===== src/rtl/tpc_pkg.sv =====
// Shared tensor-core definitions: accumulator/array defaults and the result-drain FSM states.
package tpc_pkg;

  localparam int TPC_ACC_WIDTH  = 32;
  localparam int TPC_ARRAY_SIZE = 4;

  typedef enum logic [1:0] {
    DRAIN_IDLE = 2'd0,
    DRAIN_RUN  = 2'd1,
    DRAIN_DONE = 2'd2
  } drain_state_e;

endpackage


===== src/rtl/drain_col_fifo.sv =====
// Per-column synchronous FIFO with full/empty; a push while full is accepted only if a pop frees a slot
// in the same cycle. DEPTH must be a power of two, at least 2.
module drain_col_fifo #(
  parameter int WIDTH = 32,
  parameter int DEPTH = 4
) (
  input  logic             clk_i,
  input  logic             rst_i,
  input  logic             flush_i,
  input  logic             push_i,
  input  logic [WIDTH-1:0] data_i,
  input  logic             pop_i,
  output logic [WIDTH-1:0] data_o,
  output logic             full_o,
  output logic             empty_o
);

  localparam int AW = $clog2(DEPTH);

  logic [WIDTH-1:0] mem_q [DEPTH];
  logic [AW-1:0]    wr_ptr_q, rd_ptr_q;
  logic [AW:0]      count_q;
  logic             do_push, do_pop;

  assign empty_o = (count_q == '0);
  assign full_o  = (count_q == (AW+1)'(DEPTH));
  assign data_o  = mem_q[rd_ptr_q];
  assign do_pop  = pop_i && !empty_o;
  assign do_push = push_i && (!full_o || do_pop);

  always_ff @(posedge clk_i) begin
    if (rst_i || flush_i) begin
      wr_ptr_q <= '0;
      rd_ptr_q <= '0;
      count_q  <= '0;
    end else begin
      if (do_push) wr_ptr_q <= wr_ptr_q + 1'b1;
      if (do_pop)  rd_ptr_q <= rd_ptr_q + 1'b1;
      count_q <= count_q + (AW+1)'(do_push) - (AW+1)'(do_pop);
    end
  end

  always_ff @(posedge clk_i) begin
    if (do_push) mem_q[wr_ptr_q] <= data_i;
  end

endmodule


===== src/rtl/mxu_result_drain.sv =====
// Deskews systolic-array column results into full rows and writes them to SRAM at base + k*stride.
// Define MXU_DRAIN_RELU_EN to clamp negative column values to zero before packing.
module mxu_result_drain
  import tpc_pkg::*;
#(
  parameter int ARRAY_SIZE = TPC_ARRAY_SIZE,
  parameter int ACC_WIDTH  = TPC_ACC_WIDTH,
  parameter int ADDR_WIDTH = 20,
  parameter int FIFO_DEPTH = 4
) (
  input  logic                             clk,
  input  logic                             rst,
  input  logic                             cfg_start,
  input  logic [ADDR_WIDTH-1:0]            cfg_base_addr,
  input  logic [ADDR_WIDTH-1:0]            cfg_stride,
  input  logic [15:0]                      cfg_rows,
  input  logic [ARRAY_SIZE-1:0]            col_valid,
  input  logic [ARRAY_SIZE*ACC_WIDTH-1:0]  col_data,
  output logic                             o_we,
  output logic [ADDR_WIDTH-1:0]            o_addr,
  output logic [ARRAY_SIZE*ACC_WIDTH-1:0]  o_wdata,
  input  logic                             o_ready,
  output logic                             busy,
  output logic                             done,
  output logic                             overflow
);

  localparam int DW = ARRAY_SIZE * ACC_WIDTH;

  drain_state_e          state_q, state_d;
  logic [ADDR_WIDTH-1:0] stride_q, stride_d;
  logic [ADDR_WIDTH-1:0] next_addr_q, next_addr_d;
  logic [15:0]           rows_q, rows_d;
  logic [15:0]           issued_q, issued_d;
  logic [15:0]           xfer_cnt_q, xfer_cnt_d;
  logic                  we_q, we_d;
  logic [ADDR_WIDTH-1:0] addr_q, addr_d;
  logic [DW-1:0]         wdata_q, wdata_d;
  logic                  ovf_q, ovf_d;

  logic [ARRAY_SIZE-1:0] push, fifo_full, fifo_empty, ovf_evt;
  logic [DW-1:0]         fifo_dout, row_data;
  logic                  in_run, start_acc, row_complete, pop, xfer;

  assign in_run       = (state_q == DRAIN_RUN);
  assign start_acc    = (state_q == DRAIN_IDLE) && cfg_start;
  assign row_complete = ~|fifo_empty;
  assign push         = col_valid & {ARRAY_SIZE{in_run}};
  // A pop is only allowed when the output register is free or draining this cycle.
  assign pop          = in_run && row_complete && (issued_q != rows_q) && (!we_q || o_ready);
  assign xfer         = we_q && o_ready;
  assign ovf_evt      = push & fifo_full & ~{ARRAY_SIZE{pop}};

  for (genvar j = 0; j < ARRAY_SIZE; j++) begin : g_col
    drain_col_fifo #(
      .WIDTH (ACC_WIDTH),
      .DEPTH (FIFO_DEPTH)
    ) u_fifo (
      .clk_i   (clk),
      .rst_i   (rst),
      .flush_i (start_acc),
      .push_i  (push[j]),
      .data_i  (col_data[j*ACC_WIDTH +: ACC_WIDTH]),
      .pop_i   (pop),
      .data_o  (fifo_dout[j*ACC_WIDTH +: ACC_WIDTH]),
      .full_o  (fifo_full[j]),
      .empty_o (fifo_empty[j])
    );

`ifdef MXU_DRAIN_RELU_EN
    assign row_data[j*ACC_WIDTH +: ACC_WIDTH] =
      fifo_dout[j*ACC_WIDTH + ACC_WIDTH - 1] ? '0 : fifo_dout[j*ACC_WIDTH +: ACC_WIDTH];
`else
    assign row_data[j*ACC_WIDTH +: ACC_WIDTH] = fifo_dout[j*ACC_WIDTH +: ACC_WIDTH];
`endif
  end

  always_comb begin
    state_d     = state_q;
    stride_d    = stride_q;
    next_addr_d = next_addr_q;
    rows_d      = rows_q;
    issued_d    = issued_q;
    xfer_cnt_d  = xfer_cnt_q;
    we_d        = we_q;
    addr_d      = addr_q;
    wdata_d     = wdata_q;
    ovf_d       = ovf_q;
    unique case (state_q)
      DRAIN_IDLE: begin
        if (cfg_start) begin
          stride_d    = cfg_stride;
          next_addr_d = cfg_base_addr;
          rows_d      = cfg_rows;
          issued_d    = '0;
          xfer_cnt_d  = '0;
          ovf_d       = 1'b0;
          state_d     = (cfg_rows == '0) ? DRAIN_DONE : DRAIN_RUN;
        end
      end
      DRAIN_RUN: begin
        if (|ovf_evt) ovf_d = 1'b1;
        if (xfer) begin
          we_d       = 1'b0;
          xfer_cnt_d = xfer_cnt_q + 16'd1;
          if (xfer_cnt_d == rows_q) state_d = DRAIN_DONE;
        end
        if (pop) begin
          we_d        = 1'b1;
          addr_d      = next_addr_q;
          wdata_d     = row_data;
          next_addr_d = next_addr_q + stride_q;
          issued_d    = issued_q + 16'd1;
        end
      end
      DRAIN_DONE: state_d = DRAIN_IDLE;
      default:    state_d = DRAIN_IDLE;
    endcase
  end

  always_ff @(posedge clk) begin
    if (rst) begin
      state_q     <= DRAIN_IDLE;
      stride_q    <= '0;
      next_addr_q <= '0;
      rows_q      <= '0;
      issued_q    <= '0;
      xfer_cnt_q  <= '0;
      we_q        <= 1'b0;
      addr_q      <= '0;
      wdata_q     <= '0;
      ovf_q       <= 1'b0;
    end else begin
      state_q     <= state_d;
      stride_q    <= stride_d;
      next_addr_q <= next_addr_d;
      rows_q      <= rows_d;
      issued_q    <= issued_d;
      xfer_cnt_q  <= xfer_cnt_d;
      we_q        <= we_d;
      addr_q      <= addr_d;
      wdata_q     <= wdata_d;
      ovf_q       <= ovf_d;
    end
  end

  // Masking with rst keeps a reset cycle from ever looking like a write to the SRAM.
  assign o_we     = we_q && !rst;
  assign o_addr   = addr_q;
  assign o_wdata  = wdata_q;
  assign busy     = in_run;
  assign done     = (state_q == DRAIN_DONE);
  assign overflow = ovf_q;

endmodule


===== config.mk =====
export PLATFORM = sky130hd
export DESIGN_NAME = mxu_result_drain
export DESIGN_NICKNAME = d
export VERILOG_FILES = /design/src/rtl/tpc_pkg.sv /design/src/rtl/drain_col_fifo.sv /design/src/rtl/mxu_result_drain.sv
export SDC_FILE = /design/constraint.sdc
export NUM_CORES = 1
export LEC_CHECK = 0
export BUFFER_PORTS_ARGS = -buffer_cell sky130_fd_sc_hd__buf_2
export CORE_MARGIN = 10
export CORE_UTILIZATION = 40
export CTS_CLUSTER_SIZE = 16
export DETAILED_ROUTE_END_ITERATION = 6
export HOLD_SLACK_MARGIN = 0.15
export SLEW_MARGIN = 40
export SYNTH_ARGS = -nofsm -noshare
export SYNTH_HDL_FRONTEND = slang
export SYNTH_SLANG_ARGS = --single-unit

===== constraint.sdc =====
create_clock -name clk -period 3.4 [get_ports clk]
set_input_delay 0.17 -clock clk [delete_from_list [all_inputs] [get_ports clk]]
set_output_delay 0.17 -clock clk [all_outputs]
set_load 0.01 [all_outputs]

Word-level counts from Yosys, hierarchy flattened

Memories as Yosys holds them, arrays and structs flattened. A register that Yosys moved wholly into a read port is not among the register bits.
Cells that the tools add are included.

Memories kept: 4
Register bits after elaboration: 140
RAM bits: 512
Word-level logic and storage cells: 135
Bits of input ports: 192
Output and inout port bits: 152

Memories:

| name                  | words | bits a word | read ports | clocked after Yosys merged registers in | wr ports | RTL line             | RTL |
|---|---|---|---|---|---|---|---|
| g_col[0].u_fifo.mem_q | 4     | 32          | 1          | 1                                       | 1        | drain_col_fifo.sv:20 | `logic [WIDTH-1:0] mem_q [DEPTH];` |
| g_col[1].u_fifo.mem_q | 4     | 32          | 1          | 1                                       | 1        | drain_col_fifo.sv:20 |  |
| g_col[2].u_fifo.mem_q | 4     | 32          | 1          | 1                                       | 1        | drain_col_fifo.sv:20 |  |
| g_col[3].u_fifo.mem_q | 4     | 32          | 1          | 1                                       | 1        | drain_col_fifo.sv:20 |  |

Equal/unequal tests: 13
Reduce and logical (&&, ||, !) cells: 48
Add/sub/neg operators: 19
Mux-type cells: 26
Bitwise gates (word level): 4

Operator list:

| operator              | number |
|---|---|
| $pmux 16 s2           | 2 |
| $mux 16               | 3 |
| $mux 20               | 2 |
| $pmux 20 s2           | 1 |
| $add 16x1->16 const B | 2 |
| $add 20x20->20        | 1 |
| $add 2x1->2 const B   | 8 |
| $eq 16x16->1          | 1 |
| $logic_not 16->1      | 1 |
| $ne 16x16->1          | 1 |
| $logic_and 1x1->1     | 14 |
| $add 3x1->3           | 4 |
| $and 4x4->4           | 3 |
| $eq 3x3->1 const B    | 4 |
| $logic_not 3->1       | 4 |
| $mux 1                | 12 |
| $reduce_and 3->1      | 4 |
| $sub 3x1->3           | 4 |
| $logic_not 1->1       | 11 |
| $mux 2                | 4 |
| $ne 2x1->1 const B    | 4 |
| $reduce_or 4->1       | 2 |
| $logic_or 1x1->1      | 6 |
| $reduce_and 2->1      | 3 |
| other kinds (8)       | 9 |

Longest topological paths before layout

Word-level depth: 11
Mapped depth: 16
Depth with buffers taken out: 12

Modules after synthesis

A second synthesis with hierarchy kept.

Cell total of the unflattened synthesis: 2222
Area, all modules: 30890.9 um2

By module, submodules not included:

| module                                | seq. area each (um2) | area each (um2) | instances | cells each |
|---|---|---|---|---|
| drain_col_fifo at g_col[0].u_fifo ... | 4023.9               | 5077.4          | 3         | 215 |
| mxu_result_drain                      | 4804.6               | 10567.6         | 1         | 1362 |
| drain_col_fifo at g_col[3].u_fifo     | 4023.9               | 5091.1          | 1         | 215 |

Worst setup path before layout

Ideal clock, no wire load.

Kind: reg-to-reg
Start: register issued_q[2]
End: register g_col[2].u_fifo.count_q[2]
Cell stages (with the launch flop): 17
Buffers on the path: 4
Data arrival time: 3.142 ns
Period minus slack after synthesis: 3.269 ns
Slack: 0.131 ns
Path through: dfxtp_1 -> clkbuf_1 -> xnor2_1 -> nand4_1 -> nor4_1 -> or2_2 -> clkbuf_1 -> buf_2 -> buf_1 -> inv_1 -> ha_1 -> inv_1 -> ha_1 -> fa_1 -> xnor2_1 -> xnor2_1 -> nor2_1

Cells in the longest elaborated chain, start to end: 8

RTL lines:

| item                                | RTL line                | RTL |
|---|---|---|
| start, declared                     | mxu_result_drain.sv:34  | `logic [15:0] issued_q, issued_d;` |
| start signal, assigned              | mxu_result_drain.sv:138 | `issued_q <= issued_d;` |
| $ne 16x16->1 (*)                    | mxu_result_drain.sv:50  | `assign pop = in_run && row_complete && (issued_q != rows_q) && (!we_q \|\| o_ready);` |
| $logic_and 1x1->1 (*) (2 in series) | mxu_result_drain.sv:50  |  |
| $logic_and 1x1->1 (*)               | drain_col_fifo.sv:28    | `assign do_pop = pop_i && !empty_o;` |
| net g_col[2].u_fifo.do_pop          | drain_col_fifo.sv:23    | `logic do_push, do_pop;` |
| $logic_or 1x1->1                    | drain_col_fifo.sv:29    | `assign do_push = push_i && (!full_o \|\| do_pop);` |
| $logic_and 1x1->1                   | drain_col_fifo.sv:29    |  |
| $add 3x1->3                         | drain_col_fifo.sv:39    | `count_q <= count_q + (AW+1)'(do_push) - (AW+1)'(do_pop);` |
| $sub 3x1->3 (*)                     | drain_col_fifo.sv:39    |  |
| end signal, assigned                | drain_col_fifo.sv:39    |  |
| end, declared                       | drain_col_fifo.sv:22    | `logic [AW:0] count_q;` |

Mark *: on every way through the listed nets, which the timed path passes. The rest lies on a longest branch.
A chain may end at the register's enable or synchronous reset.

Worst setup path in the final report

Start: register next_addr_q[1]
End: register next_addr_q[17]

Cells in the longest elaborated chain, start to end: 3

RTL lines:

| item                   | RTL line                | RTL |
|---|---|---|
| start, declared        | mxu_result_drain.sv:32  | `logic [ADDR_WIDTH-1:0] next_addr_q, next_addr_d;` |
| start signal, assigned | mxu_result_drain.sv:136 | `next_addr_q <= next_addr_d;` |
| $add 20x20->20         | mxu_result_drain.sv:112 | `next_addr_d = next_addr_q + stride_q;` |
| $mux 20                | mxu_result_drain.sv:108 | `if (pop) begin` |
| $pmux 20 s2            | mxu_result_drain.sv:89  | `unique case (state_q)` |

No other way between the ends. The select of a mux whose other input is x is not followed.

==> key figures <==
Outcome
  – Status: complete, no violations

Floorplanning
  – Core ar.: 75,800 um2
  – Die Height: 296 um
  – Die W: 296 um
  – Die ar.: 87,700 um2
  – IO Count: 344
  – Rows: 101
  – Starting Density: 40.2%

Worst setup path
  – Critical Path End Type: flip-flop
  – CP Max Fanout: 4
  – Crit-path max cell delay: 0.59 ns
  – Worst path bufs/invs: 1
  – Top Family by Delay on Critical Path: compound AO/OA/AOI/OAI gates
  – Cell breakdown of the critical path: ha_1 > a211o_1 > a21oi_1 > a211oi_2 > a211oi_1 > nand4_1 > o41a_1 > a311oi_1 > dlygate4sd3_1
  – CP max-delay cell: dlygate4sd3_1
  – CP arrival: 3.74 ns
  – Crit start category: flip-flop
  – Crit Path Class: flip-flop to flip-flop
  – CP required: 3.95 ns

STA
  – Final Hold Vio Count: 0
  – Final Skew: 0.0246 ns
  – Actual slew at the worst max-slew pin: 0.790 ns
  – Worst relative slew slack: 47.3%
  – Unrepaired setup endpoints after global routing: no
  – Fin. max-slew vios: 0
  – Post-layout min period: 3.19 ns
  – Hold WS: 0.232 ns
  – Final setup violation count: 0
  – Setup TNS Final: 0 ns
  – Final Cycle Share: 93.9%
  – Fmax: 313 MHz

Layout
  – Filler cells: 6,556
  – Final nets: 2,995
  – Area grow syn2layout: 25.1%
  – Util after Layout: 50.3%
  – Layout cell share with drive strength beyond 1: 23.9%

Global route
  – Global route overflow: 0
  – Grt met2 use: 29.4%
  – Total GRT Usage: 17.2%
  – Vias in the first global route: 20,674
  – Initial antenna violation count: 12
  – Global-route wire length before repair: 118,000 um
  – GRT met3 Usage: 4.35%
  – GR peak layer: met2
  – Largest net degree at the start of global routing: 90
  – M1 GR Usage: 21.3%

Power and ir drop
  – Pwr per Cell Area: 533 nW/um2
  – Total Power: 20.4 mW
  – Leakage: 13.4 nW
  – VDD IR max: 0.000431 V

Logic synthesis
  – Post-synth EDFFs: 512
  – Syn_nets: 2,461
  – Yosys reg bits: 780
  – Mapped Cells: 2,220
  – Syn Area/Cell: 13.7 um2
  – Netlist Area Pre-Place: 30,500 um2
  – Area share of the largest cell type after synthesis: 50.4%
  – Main area contributors after synthesis: edfxtp_1 50%, dfxtp_1 18%, mux4_2 9.5%
  – Ys Warns: 0
  – Distinct cells, synth: 66
  – Sequential area share after synthesis: 68.0%
  – Main flop type after synthesis: edfxtp_1
  – Async SR Flop Fraction: 0%
  – Biggest area consumer among synthesized cells: edfxtp_1

Route
  – Vias/cell: 5.20
  – WL per Instance: 20.1 um
  – Detailed Route Iter0 Violations: 1,180
  – Final ANT Viol Nets: 0
  – Drt first pass iters: 5
  – Routed wire length: 76,500 um
  – Via count: 19,778
  – DRC viols: 0

Clocking
  – Number of setup buffers added after CTS: 0
  – Max clock buf depth: 3
  – TritonCTS buffer count: 83
  – Worst skew pair latency: 0.63 ns
  – CTS H-tree lvls: 3
  – Root Buffer: clkbuf_16
  – TritonCTS clock tree: done
  – Clk sink count: 780
  – Worst-path clk slew: 0.06 ns

Run
  – Max Cap Viol: 0

Worst hold path
  – Hold Crit Class: primary input to flip-flop

Placement
  – I/O Buffers: 343
  – Hpwl dp: 48,600 um
  – RD Place Congestion: 0.828
-- tightest hold or removal path, cell delays in order --
cell	delay, ns
buf_2	0.12
inv_1	0.09
a311oi_2	0.07
buf_4	0.16
xnor2_1	0.14
nor2_1	0.04
-- layout by cell type (no fill, tap or decap), types with 8 or more instances in the layout --
cell / netlist / routed
dlygate4sd3_1: 0 / 198
a31oi_1: 9 / 9
clkbuf_8: 0 / 10
mux4_2: 128 / 128
edfxtp_1: 512 / 512
ha_1: 44 / 44
nor4_1: 10 / 10
nor3_1: 18 / 18
nand3_1: 20 / 20
clkinv_2: 0 / 13
clkbuf_16: 0 / 84
nand2_1: 435 / 435
buf_2: 14 / 342
clkinv_1: 0 / 10
xor2_1: 20 / 20
inv_1: 42 / 42
a311oi_1: 16 / 16
a211oi_1: 11 / 10
and2_4: 1 / 13
xnor2_1: 58 / 58
dfxtp_1: 268 / 261
nor2_1: 93 / 93
buf_4: 1 / 29
clkbuf_1: 101 / 19
o21ai_0: 25 / 25
and3_1: 11 / 11
nand4_1: 18 / 18
a21o_1: 8 / 8
a21oi_1: 234 / 234
-- power breakdown --
group	switching, mW	internal, mW	leakage (nW)
Sequential	0.0682	10.2	6.80
Combinational	0.530	0.463	5.27
Clock	3.73	5.33	1.35
Total	4.33	16.0	13.4
-- per-stage QoR --
step	setup WS (ns)	cells	instance area (um2)
2_1_floorplan	0.131	2220	30500
3_3_place_gp	0.291	3448	33300
3_5_place_dp	0.391	3449	33400
4_1_cts	0.0717	3802	38100
5_1_grt	0.0946	3805	38200
6_report	0.209	3807	38200
-- cell usage after synthesis, drive strengths merged, types with 8 or more instances --
cell    number
a211oi      11
a21o         8
a21oi      234
a311oi      18
a31oi        9
and2        19
and3        13
buf         28
clkbuf     102
dfxtp      268
edfxtp     512
ha          44
inv         43
mux4       128
nand2      435
nand3       21
nand4       18
nor2        93
nor3        18
nor4        10
o21ai       26
xnor2       58
xor2        20
-- cells by family after synthesis --
group | Yosys count | share of synthesized area (%)
buf+inv | 173 | 2.20
flops | 780 | 68.0
simple gates | 661 | 9.26
fa+ha+maj | 49 | 2.13
compound gates | 344 | 6.49
mux | 135 | 9.68
xor+xnor | 78 | 2.24
-- timing repair --
action	4_1_cts	5_1_grt
resized for setup	0	1
endpoints found under the hold margin	617	0
hold buffers	198	0
setup endpoints to repair	0	1
-- layout make-up --
type / instances / area, um2 / share of cell area [%]
Sequential cell: 780 / 20800 / 54.4
Multi-Input combinational cell: 1267 / 9140 / 23.9
Timing Repair Buffer: 579 / 4100 / 10.7
Clock buffer: 112 / 2300 / 6.02
Tap cell: 978 / 1220 / 3.21
Clock inverter: 43 / 479 / 1.26
Inverter: 43 / 166 / 0.436
Antenna cell: 5 / 12.5 / 0.0328
-- final timing paths --
| path | start | to | slack, ns | cells after the start |
|---|---|---|---|---|
| setup / recovery | next_addr_q[1]$_SDFFE_PP0P_ | next_addr_q[17]$_SDFFE_PP0P_ | 0.21 | 9 |
| hold / removal | col_valid[0] | g_col[0].u_fifo.wr_ptr_q[0]$_SDFFE_PP0P_ | 0.23 | 6 |
| setup reg to reg | next_addr_q[1]$_SDFFE_PP0P_ | next_addr_q[17]$_SDFFE_PP0P_ | 0.21 | 9 |
| hold reg to reg | o_addr[5]$_SDFFE_PP0P_ | o_addr[5]$_SDFFE_PP0P_ | 0.45 | 2 |
-- per-layer routing --
metal  routed length, um  vias to the layer above
met1               31900                     9902
met4                1580                       14
li1                    -                     9222
met2               38000                      510
met3                4930                      130
met5                  87                        -
-- flip-flops by register name, indices dropped and copies added, names as in the netlist --
signal,cells
g_col.u_fifo.count_q,12
g_col.u_fifo.mem_q,512
g_col.u_fifo.rd_ptr_q,8
g_col.u_fifo.wr_ptr_q,8
issued_q,16
next_addr_q,20
o_addr,20
o_wdata,128
overflow,1
rows_q,16
state_q,2
stride_q,20
we_q,1
xfer_cnt_q,16
(Power assumes the default switching activity.)
